===== config.mk =====
export PLATFORM = sky130hd
export DESIGN_NAME = mole_scheduler
export DESIGN_NICKNAME = d
export VERILOG_FILES = /design/src/rtl/mole_pkg.sv /design/src/rtl/mole_lfsr16.sv /design/src/rtl/mole_scheduler.sv
export SDC_FILE = /design/constraint.sdc
export NUM_CORES = 1
export LEC_CHECK = 0
export ABC_AREA = 1
export BUFFER_PORTS_ARGS = -buffer_cell sky130_fd_sc_hd__buf_2
export CAP_MARGIN = 25
export CORE_ASPECT_RATIO = 1.1
export CORE_MARGIN = 10
export CORE_UTILIZATION = 60
export CTS_CLUSTER_DIAMETER = 60
export CTS_CLUSTER_SIZE = 24
export DETAILED_ROUTE_END_ITERATION = 6
export PLACE_DENSITY = 0.81
export SYNTH_ARGS = -nofsm -noshare
export SYNTH_HDL_FRONTEND = slang
export SYNTH_SLANG_ARGS = --single-unit

===== constraint.sdc =====
create_clock -name clk -period 5.5 [get_ports clk]
set_input_delay 0.825 -clock clk [delete_from_list [all_inputs] [get_ports clk]]
set_output_delay 0.825 -clock clk [all_outputs]
set_load 0.005 [all_outputs]

===== src/rtl/mole_pkg.sv =====
// Shared definitions for the mole scheduler: state encoding, hole constants,
// LFSR feedback mask and the pick / SHOW-duration helper functions.
package mole_pkg;

   typedef enum logic [2:0] {
      IDLE = 3'd0,
      GAP  = 3'd1,
      SHOW = 3'd2,
      HIT  = 3'd3,
      OVER = 3'd4
   } state_e;

   localparam logic [2:0]  NO_MOLE   = 3'd7;
   localparam logic [2:0]  NUM_OVALS = 3'd5;
   // Galois feedback for taps 16/14/13/11 in right-shift form.
   localparam logic [15:0] LFSR_TAPS = 16'hB400;

   // Folds the low LFSR bits onto a hole index and steps off the previous hole.
   function automatic logic [2:0] pick_hole(input logic [15:0] lfsr, input logic [2:0] last);
      logic [2:0] p;
      p = lfsr[2:0];
      if (p >= NUM_OVALS) p = p - NUM_OVALS;
      if (p == last) p = (p == NUM_OVALS - 3'd1) ? 3'd0 : p + 3'd1;
      return p;
   endfunction

   // SHOW length; with speedup it shrinks by step per point down to a floor.
   function automatic logic [31:0] show_duration(input logic [7:0]  score,
                                                 input logic [31:0] base,
                                                 input logic [31:0] step,
                                                 input logic [31:0] floor,
                                                 input logic        speedup);
      logic [31:0] dec;
      dec = 32'(score) * step;
      if (!speedup) return base;
      if (dec >= base || (base - dec) < floor) return floor;
      return base - dec;
   endfunction

endpackage


===== src/rtl/mole_lfsr16.sv =====
// 16-bit Galois LFSR that free-runs every cycle outside reset.
module lfsr16
   import mole_pkg::*;
#(
   parameter logic [15:0] SEED = 16'hACE1
) (
   input  logic        clk,
   input  logic        rst,
   output logic [15:0] state
);

   always_ff @(posedge clk) begin
      if (rst) state <= SEED;
      else     state <= {1'b0, state[15:1]} ^ (state[0] ? LFSR_TAPS : 16'h0000);
   end

endmodule


===== src/rtl/mole_scheduler.sv =====
// Whack-a-mole game controller: picks holes, times SHOW/GAP/HIT, keeps score.
// Optional macro MOLE_SPEEDUP_EN shortens SHOW as the score grows.
//
// state | meaning
// IDLE  | waiting for start after reset
// GAP   | no mole shown, waiting GAP_CYCLES
// SHOW  | mole up at oval_select, waiting for a whack or timeout
// HIT   | struck mole held with mole_hit high
// OVER  | MAX_MISSES reached, score/misses frozen until start
module mole_scheduler
   import mole_pkg::*;
#(
   parameter int unsigned SHOW_CYCLES = 25000000,
   parameter int unsigned GAP_CYCLES  = 12500000,
   parameter int unsigned HIT_CYCLES  = 6250000,
   parameter int unsigned MAX_MISSES  = 3,
   parameter logic [15:0] LFSR_SEED   = 16'hACE1,
   parameter int unsigned SPEED_STEP  = 1000000,
   parameter int unsigned SHOW_MIN    = 6250000
) (
   input  logic       clk,
   input  logic       rst,
   input  logic       start,
   input  logic       whack_valid,
   input  logic [2:0] whack_pos,
   output logic [2:0] oval_select,
   output logic       mole_hit,
   output logic [7:0] score,
   output logic [7:0] misses,
   output logic       game_over
);

   localparam logic [2:0]  S_IDLE   = IDLE;
   localparam logic [2:0]  S_GAP    = GAP;
   localparam logic [2:0]  S_SHOW   = SHOW;
   localparam logic [2:0]  S_HIT    = HIT;
   localparam logic [2:0]  S_OVER   = OVER;
   localparam logic [31:0] GAP_LOAD = GAP_CYCLES - 32'd1;
   localparam logic [31:0] HIT_LOAD = HIT_CYCLES - 32'd1;
   localparam logic [7:0]  MISS_END = 8'(MAX_MISSES);

   logic [2:0]  state;
   logic [31:0] timer;
   logic [2:0]  last_pos;
   logic [15:0] lfsr;
   logic [2:0]  pick;
   logic [31:0] show_len;
   logic [7:0]  miss_next;
   logic        timer_done;
   logic        good_whack;

   lfsr16 #(.SEED(LFSR_SEED)) u_lfsr (
      .clk   (clk),
      .rst   (rst),
      .state (lfsr)
   );

`ifdef MOLE_SPEEDUP_EN
   assign show_len = show_duration(score, SHOW_CYCLES, SPEED_STEP, SHOW_MIN, 1'b1);
`else
   assign show_len = show_duration(score, SHOW_CYCLES, SPEED_STEP, SHOW_MIN, 1'b0);
`endif

   assign pick       = pick_hole(lfsr, last_pos);
   assign timer_done = (timer == 32'd0);
   assign miss_next  = misses + 8'd1;
   assign good_whack = whack_valid && (whack_pos == oval_select);

   always_ff @(posedge clk) begin
      if (rst) begin
         state       <= S_IDLE;
         timer       <= 32'd0;
         oval_select <= NO_MOLE;
         mole_hit    <= 1'b0;
         score       <= 8'd0;
         misses      <= 8'd0;
         game_over   <= 1'b0;
         last_pos    <= NO_MOLE;
      end else begin
         if (!timer_done) timer <= timer - 32'd1;
         case (state)
            S_IDLE: begin
               if (start) begin
                  score  <= 8'd0;
                  misses <= 8'd0;
                  timer  <= GAP_LOAD;
                  state  <= S_GAP;
               end
            end
            S_GAP: begin
               if (timer_done) begin
                  oval_select <= pick;
                  last_pos    <= pick;
                  timer       <= show_len - 32'd1;
                  state       <= S_SHOW;
               end
            end
            S_SHOW: begin
               // A hit on the expiry cycle takes priority over the miss.
               if (good_whack) begin
                  if (score != 8'hFF) score <= score + 8'd1;
                  mole_hit <= 1'b1;
                  timer    <= HIT_LOAD;
                  state    <= S_HIT;
               end else if (timer_done) begin
                  misses      <= miss_next;
                  oval_select <= NO_MOLE;
                  timer       <= GAP_LOAD;
                  if (miss_next == MISS_END) begin
                     game_over <= 1'b1;
                     state     <= S_OVER;
                  end else begin
                     state <= S_GAP;
                  end
               end
            end
            S_HIT: begin
               if (timer_done) begin
                  mole_hit    <= 1'b0;
                  oval_select <= NO_MOLE;
                  timer       <= GAP_LOAD;
                  state       <= S_GAP;
               end
            end
            S_OVER: begin
               if (start) begin
                  score     <= 8'd0;
                  misses    <= 8'd0;
                  game_over <= 1'b0;
                  timer     <= GAP_LOAD;
                  state     <= S_GAP;
               end
            end
            default: state <= S_IDLE;
         endcase
      end
   end

endmodule


==> key figures, run 1 <==
Clock tree
  • Clock buffer depth: 2
  • Clock latency on the worst-skew pair: 0.35 ns
  • Post-CTS Setup Inserts: 0
  • CTS Sinks: 75
  • Post-CTS Hold Fix Bufs: 0
  • Clk slew on worst S/H paths: 0.08 ns
  • CTS tree: done
  • Total CTS buffers: 9
  • CTS resizes: 0
  • CTS HTree Levels: 3
  • Root Buffer: clkbuf_8

Yosys
  • Post-Synthesis Cells: 642
  • Synthesized netlist net count: 658
  • Netlist Area Pre-Place: 4272 um^2
  • Synth unique cells: 35
  • #FFs+latches synth: 75
  • Primary FF master, synth: dfxtp_1
  • Post-synth ARST share: 0
  • Post-synth EDFFs: 0
  • Sequential area share after synthesis: 0.3515
  • Syn. warnings: 0
  • Syn_area_per_cell: 6.654 um^2

Global route
  • Grt total ovfl: 0
  • GRT Total Usage: 0.1889
  • Initial antenna violation count: 0
  • Vias in the first global route: 3827
  • Largest net degree at the start of global routing: 51
  • First-pass GRT wire length: 16940 um

Worst setup path
  • R2R Setup Slk: 3.12 ns
  • Startpoint types: flop
  • R2R depth: 9
  • Critical path class: reg -> reg
  • R2r startpoint: timer[0]
  • WP data arrival: 2.61 ns
  • Worst path required time: 5.73 ns
  • RR Endpoint: misses[0]
  • Nature of the critical path endpoint: flop
  • Crit path max fanout: 16

Detailed routing
  • Remaining antenna violation count: 0
  • Residual DRC: 0
  • Vias/cell: 5.342
  • Drt initial violations: 220
  • Drt pass-1 iters: 4
  • Final wirelength: 10080 um
  • DR vias: 4060
  • Wire per inst: 13.26 um

STA
  • Final hold vios: 0
  • Setup TNS: 0 ns
  • Slew at the pin with the worst max-slew slack: 0.9369 ns
  • Final setup violation count: 0
  • Period utilization: 0.4331
  • Final slew viol count: 0
  • Hold_ws: 0.4059 ns
  • Fin crit period: 2.382 ns
  • Slew Limit Headroom: 0.3754
  • Final setup skew: 0.01294 ns
  • RSZ-0062 raised after global routing: false
  • Fmax: 0.4198 GHz

Placement
  • DP HPWL: 7565 um
  • Area after DPL: 4472 um^2
  • Routability cong.: 0.9529
  • Port Buf Inserts: 27

Min path
  • Min-Delay Endpoint: u_lfsr.state[2]
  • Min-Delay Path Depth: 2
  • Hold path startpoint: u_lfsr.state[3]
  • Hold Crit Class: reg -> reg

Floorplanning
  • Initial Utilization: 0.6131
  • IO Pins: 28
  • Chip Width: 100.5 um
  • Die Height: 108.5 um
  • Core area: 6967 um^2
  • Die area: 10900 um^2
  • # rows: 32

Outcome
  • Status: finished clean

Job
  • Max cap viols: 0

Power
  • Max IR drop VDD: 0.1792 mV
  • LEAKAGE: 0.002263 uW
  • Power Density: 271.6 nW/um^2

Cells and area
  • Post-layout nets: 686
  • Post-route cell area: 4657 um^2
  • Syn-to-layout area delta: 9.022%
  • Ant diodes: 0
  • Layout cells sized above 1: 0.1289
-- power by group --
part / total (uW) / internal, uW / switching (uW)
clock network: 408 / 208 / 199
logic: 259 / 85.4 / 173
registers: 598 / 572 / 26.7
total: 1260 / 865 / 399
-- Yosys cell counts, types with 5 or more instances --
library cell,instances,area share
nor2_2,6,0.0088
inv_1,64,0.056
nand3_1,47,0.055
nor3_1,14,0.016
nand4_1,15,0.022
nand2_1,168,0.15
inv_2,8,0.0070
xnor2_1,13,0.027
clkbuf_1,7,0.0062
xor2_1,17,0.035
dfxtp_1,75,0.35
a21oi_1,38,0.045
nand2_2,8,0.012
or2_2,7,0.010
o21ai_0,16,0.019
nor2_1,96,0.084
nor2_4,5,0.013
ha_1,9,0.026
-- worst max path at each step --
| stage | from | end | depth (start not counted) | slack, ns |
|---|---|---|---|---|
| 6_report | timer[0] | misses[0] | 9 | 3.12 |
| 5_1_grt | timer[0] | misses[7] | 9 | 2.90 |
| 4_1_cts | timer[0] | misses[0] | 9 | 3.11 |
| 3_5_place_dp | rst | timer[26] | 4 | 2.87 |
| 3_3_place_gp | rst | timer[27] | 4 | 2.95 |
| 2_1_floorplan | timer[0] | timer[0] | 10 | 3.51 |
-- cells by family after synthesis --
group / Yosys count / synth area share
AO/OA/AOI/OAI: 65 / 0.08172
XOR/XNOR: 30 / 0.06151
adder cells (fa/ha/maj): 9 / 0.02636
buffers and inverters: 84 / 0.07498
flip-flops: 75 / 0.3515
AND/OR/NAND/NOR: 379 / 0.4039
-- cells in the final DEF, fill, tap and decap left out, types with 4 or more instances in the layout --
master and instances:
a21oi_1 38, buf_2 27, clkbuf_8 9, clkinv_2 4, dfxtp_1 75, ha_1 9
inv_1 64, inv_2 8, nand2_1 168, nand2_2 8, nand3_1 47, nand4_1 15
nor2_1 96, nor2_2 6, nor2_4 5, nor3_1 14, o21ai_0 16, or2_2 7
xnor2_1 13, xor2_1 17
-- per-stage QoR --
stage / setup slack, ns / cells / utilization / total power [uW]
after floorplan: 3.514 / 642 / - / 810.2
after global placement: 2.945 / 744 / 0.6419 / 861.2
after detailed placement: 2.874 / 744 / 0.6419 / 865.8
after CTS: 3.115 / 760 / 0.6685 / 1269
after global routing: 2.897 / 760 / 0.6685 / 1330
final: 3.118 / 760 / 0.6685 / 1265
-- worst max-delay path: stages, from the launching register on --
cell and delay (ns):
dfxtp_1 0.33, inv_1 0.14, ha_1 0.31, nand2_2 0.12, nor2_4 0.26, nand4_2 0.43
nand2_1 0.25, nand3_2 0.19, o21ai_1 0.16, a21oi_1 0.06
-- sequential cells by signal, indices dropped and copies added, names as in the netlist --
register / cells
state: 3
oval_select: 3
mole_hit: 1
u_lfsr.state: 16
game_over: 1
misses: 8
last_pos: 3
timer: 32
score: 8
-- routing by layer --
layer	GRT usage	vias to the layer above	wire length, um
met4	0.08687	0	301
met5	0	-	0
met3	0.03893	28	444
met2	0.3281	97	4931
li1	-	2094	-
met1	0.2174	1841	4400
-- cell type report --
class | count | area [um^2]
multi-input cells | 483 | 2450
fillers | 628 | 2310
well taps | 85 | 106.4
clock inverters | 5 | 53.80
flip-flops and latches | 75 | 1501
clock buffers | 11 | 131.4
inverters | 74 | 279.0
repair buffers | 27 | 135.1
(Power assumes the default switching activity.)
==> run 2: changes to the inputs <==
--- a/config.mk
+++ b/config.mk
@@ -5,7 +5,7 @@
 export SDC_FILE = /design/constraint.sdc
 export NUM_CORES = 1
 export LEC_CHECK = 0
-export ABC_AREA = 1
+export ABC_AREA = 0
 export BUFFER_PORTS_ARGS = -buffer_cell sky130_fd_sc_hd__buf_2
 export CAP_MARGIN = 25
 export CORE_ASPECT_RATIO = 1.1
==> constraint.sdc (replaced) <==
create_clock -name clk -period 2.3 [get_ports clk]
set_input_delay 0.345 -clock clk [delete_from_list [all_inputs] [get_ports clk]]
set_output_delay 0.345 -clock clk [all_outputs]
set_load 0.005 [all_outputs]
==> run 2 against run 1 <==
Net effect: the run now ends with setup timing left; sequential share of layout area decreased by 0.94 points; clock power grew to 2.8 times the previous value; fmax up 3.4%; hold slack worse by 0.064 ns; total power grew to 2.8 times the previous value; clock skew fell by 0.0014 ns; design area up 3.8%; critical endpoint is now timer[22]; largest cell class unchanged; highest routed layer unchanged.
==> key figures, run 2 <==
Outcome
  • Status: finished, violations left
  • Violated checks: setup timing

Power
  • LEAKAGE: 0.001949 uW
  • Int Pwr: 2458 uW
  • Clk pwr share: 0.333
  • Power Density: 722.4 nW/um^2
  • Logic pwr share: 0.251
  • Sw power: 1033 uW
  • Net Sw Frac: 0.2959
  • Part of the power in registers: 0.416
  • Max IR drop VDD: 0.5540 mV

Global route
  • Grt total ovfl: 0
  • Initial antenna violation count: 0
  • Largest net degree at the start of global routing: 45
  • GRT Total Usage: 0.2078
  • First-pass GRT wire length: 16580 um
  • Vias in the first global route: 3571

Yosys
  • Sequential area share after synthesis: 0.3950
  • Largest area contributor in the netlist: dfxtp_1
  • Synthesized netlist net count: 460
  • Primary FF master, synth: dfxtp_1
  • Syn_area_per_cell: 8.561 um^2
  • Netlist Area Pre-Place: 3801 um^2
  • Syn. warnings: 0
  • Post-synth EDFFs: 0
  • #FFs+latches synth: 75
  • Post-synth ARST share: 0
  • Top cell type's share of synthesized area: 0.3950
  • Post-synth top cells: dfxtp_1, nor2_1, nand2_1, xnor2_1, a21oi_1
  • Post-Synthesis Cells: 444
  • Largest cells by area after synthesis: dfxtp_1, xnor2_1, nor2_1
  • Synth unique cells: 63
  • Most frequent cell after synthesis: dfxtp_1

Floorplanning
  • Die area: 9923 um^2
  • Chip Width: 95.89 um
  • Core area: 6156 um^2
  • # rows: 30
  • Die Height: 103.5 um
  • Initial Utilization: 0.6175
  • IO Pins: 28

STA
  • Final slew viol count: 0
  • Final setup skew: 0.01150 ns
  • Final hold vios: 0
  • RSZ-0062 raised after global routing: true
  • Period utilization: 1.001
  • Setup ws final: -0.003261 ns
  • Fmax: 0.4342 GHz
  • Slew at the pin with the worst max-slew slack: 0.5596 ns
  • Final setup violation count: 2
  • Fin crit period: 2.303 ns
  • Slew Limit Headroom: 0.6241

Cells and area
  • Post-layout nets: 541
  • Max FFs per register: 32
  • # fillers: 412
  • Fin util: 0.7852
  • Post-route cell area: 4833 um^2
  • Layout cells sized above 1: 0.2981
  • Sequential Area: 1513 um^2
  • Ant diodes: 0
  • Most common cell after layout, fill and taps aside: dfxtp_1
  • Multi-input logic area: 2335 um^2
  • Most frequent cells in the layout: dfxtp_1, buf_4, nor2_1
  • Largest registers: timer x32, u_lfsr.state x16
  • Largest reg by FF count: timer
  • Syn-to-layout area delta: 27.16%

Detailed routing
  • DR vias: 3786
  • Remaining antenna violation count: 0
  • Residual DRC: 0
  • Drt pass-1 iters: 5
  • Final wirelength: 10360 um
  • Vias/cell: 6.207
  • Drt initial violations: 345
  • Wire per inst: 16.98 um

Worst setup path
  • R2R depth: 9
  • Worst path required time: 2.57 ns
  • Crit path max fanout: 3
  • R2R Setup Slk: -0.003 ns
  • Critical path class: reg -> reg
  • Startpoint types: flop
  • WP data arrival: 2.57 ns
  • Nature of the critical path endpoint: flop
  • Crit path launch: timer[1]
  • R2r startpoint: timer[1]
  • Worst Setup EP: timer[22]
  • RR Endpoint: timer[22]

Clock tree
  • Root Buffer: clkbuf_8
  • Total CTS buffers: 9
  • CTS HTree Levels: 3
  • Clk slew on worst S/H paths: 0.08 ns
  • Post-CTS Hold Fix Bufs: 0
  • CTS Sinks: 75
  • Clock buffer depth: 2
  • CTS tree: done
  • Clock latency on the worst-skew pair: 0.35 ns

Placement
  • Area after DPL: 4409 um^2
  • Port Buf Inserts: 27
  • Routability cong.: 0.9358
  • DP HPWL: 7046 um
  • Pre-CTS setup slack: -0.07677 ns

Job
  • Max cap viols: 0

Min path
  • Hold Crit Class: in -> reg
[run 2: cell count changes after synthesis, sizes merged, moves of 11 or more]
cell   previous run  this run
a21oi            41        24
inv              72        14
nand2           178        32
nand3            48         6
nor2            110        55
or4               0        11
xnor2            13        24
[run 2: critical path, stage by stage, from the launching register on]
cell	delay [ns]
dfxtp_2	0.33
inv_2	0.07
ha_4	0.14
buf_6	0.10
or4b_4	0.49
nor3_4	0.20
o21ai_2	0.10
or4_4	0.42
xor2_1	0.16
o31ai_1	0.21
[run 2: layout make-up]
cell class / count / share of cell area
clock inverter: 4 / 0.01501
inverter: 14 / 0.01087
clock buffer: 12 / 0.03210
sequential: 75 / 0.3130
multi-input combinational: 338 / 0.4830
timing repair buffer: 87 / 0.1253
tap: 80 / 0.02071
[run 2: what timing repair did]
| item | 4_1_cts | 5_1_grt |
|---|---|---|
| buffers inserted | 0 | 3 |
| gates resized for setup | 9 | 31 |
| pin swaps | 4 | 11 |
| endpoints found under the setup margin | 15 | 44 |
[run 2: power by group through the flow]
stage / Combinational, uW / Clock [uW] / Sequential, uW
6_report: 877 / 1160 / 1450
5_1_grt: 944 / 1220 / 1460
4_1_cts: 785 / 1170 / 1440
3_5_place_dp: 754 / 0 / 1470
3_3_place_gp: 731 / 0 / 1460
2_1_floorplan: 460 / 0 / 1470
[run 2: cell families (layout without fill, tap and decap cells)]
kind of cell | count (synthesis) | in the layout | synth area share
simple gates | 194 | 194 | 0.2805
compound gates | 95 | 95 | 0.1685
flops | 75 | 75 | 0.3950
xor+xnor | 36 | 36 | 0.08295
buf+inv | 31 | 117 | 0.03226
fa+ha+maj | 9 | 9 | 0.02963
mux | 4 | 4 | 0.01119
[run 2: how the worst min path moves through the flow]
stage	end	slack (ns)	startpoint	depth (start not counted)
after floorplan	u_lfsr.state[11]	0.39	u_lfsr.state[12]	1
after global placement	u_lfsr.state[11]	0.40	u_lfsr.state[12]	1
after detailed placement	u_lfsr.state[11]	0.40	u_lfsr.state[12]	1
after CTS	u_lfsr.state[13]	0.33	rst	3
after global routing	u_lfsr.state[13]	0.35	rst	3
final	u_lfsr.state[13]	0.34	rst	3
[run 2: routing by layer]
metal | global-route usage | vias up | wire [um] | share of wire
met3 | 0.04765 | 34 | 562 | 0.054
met4 | 0.07491 | 0 | 277 | 0.027
met2 | 0.3582 | 145 | 5244 | 0.51
met5 | 0 | - | 0 | 0
met1 | 0.2459 | 1836 | 4273 | 0.41
li1 | - | 1771 | - | -
[run 2: stage by stage]
step           power, uW  cells   TNS [ns]  hold WS (ns)
6_report            3491    610  -0.005171        0.3417
5_1_grt             3625    610    -0.4240        0.3507
4_1_cts             3391    607          0        0.3272
3_5_place_dp        2222    591    -0.2550        0.4019
3_3_place_gp        2195    591    -0.1357        0.3987
2_1_floorplan       1928    444   -0.06827        0.3895
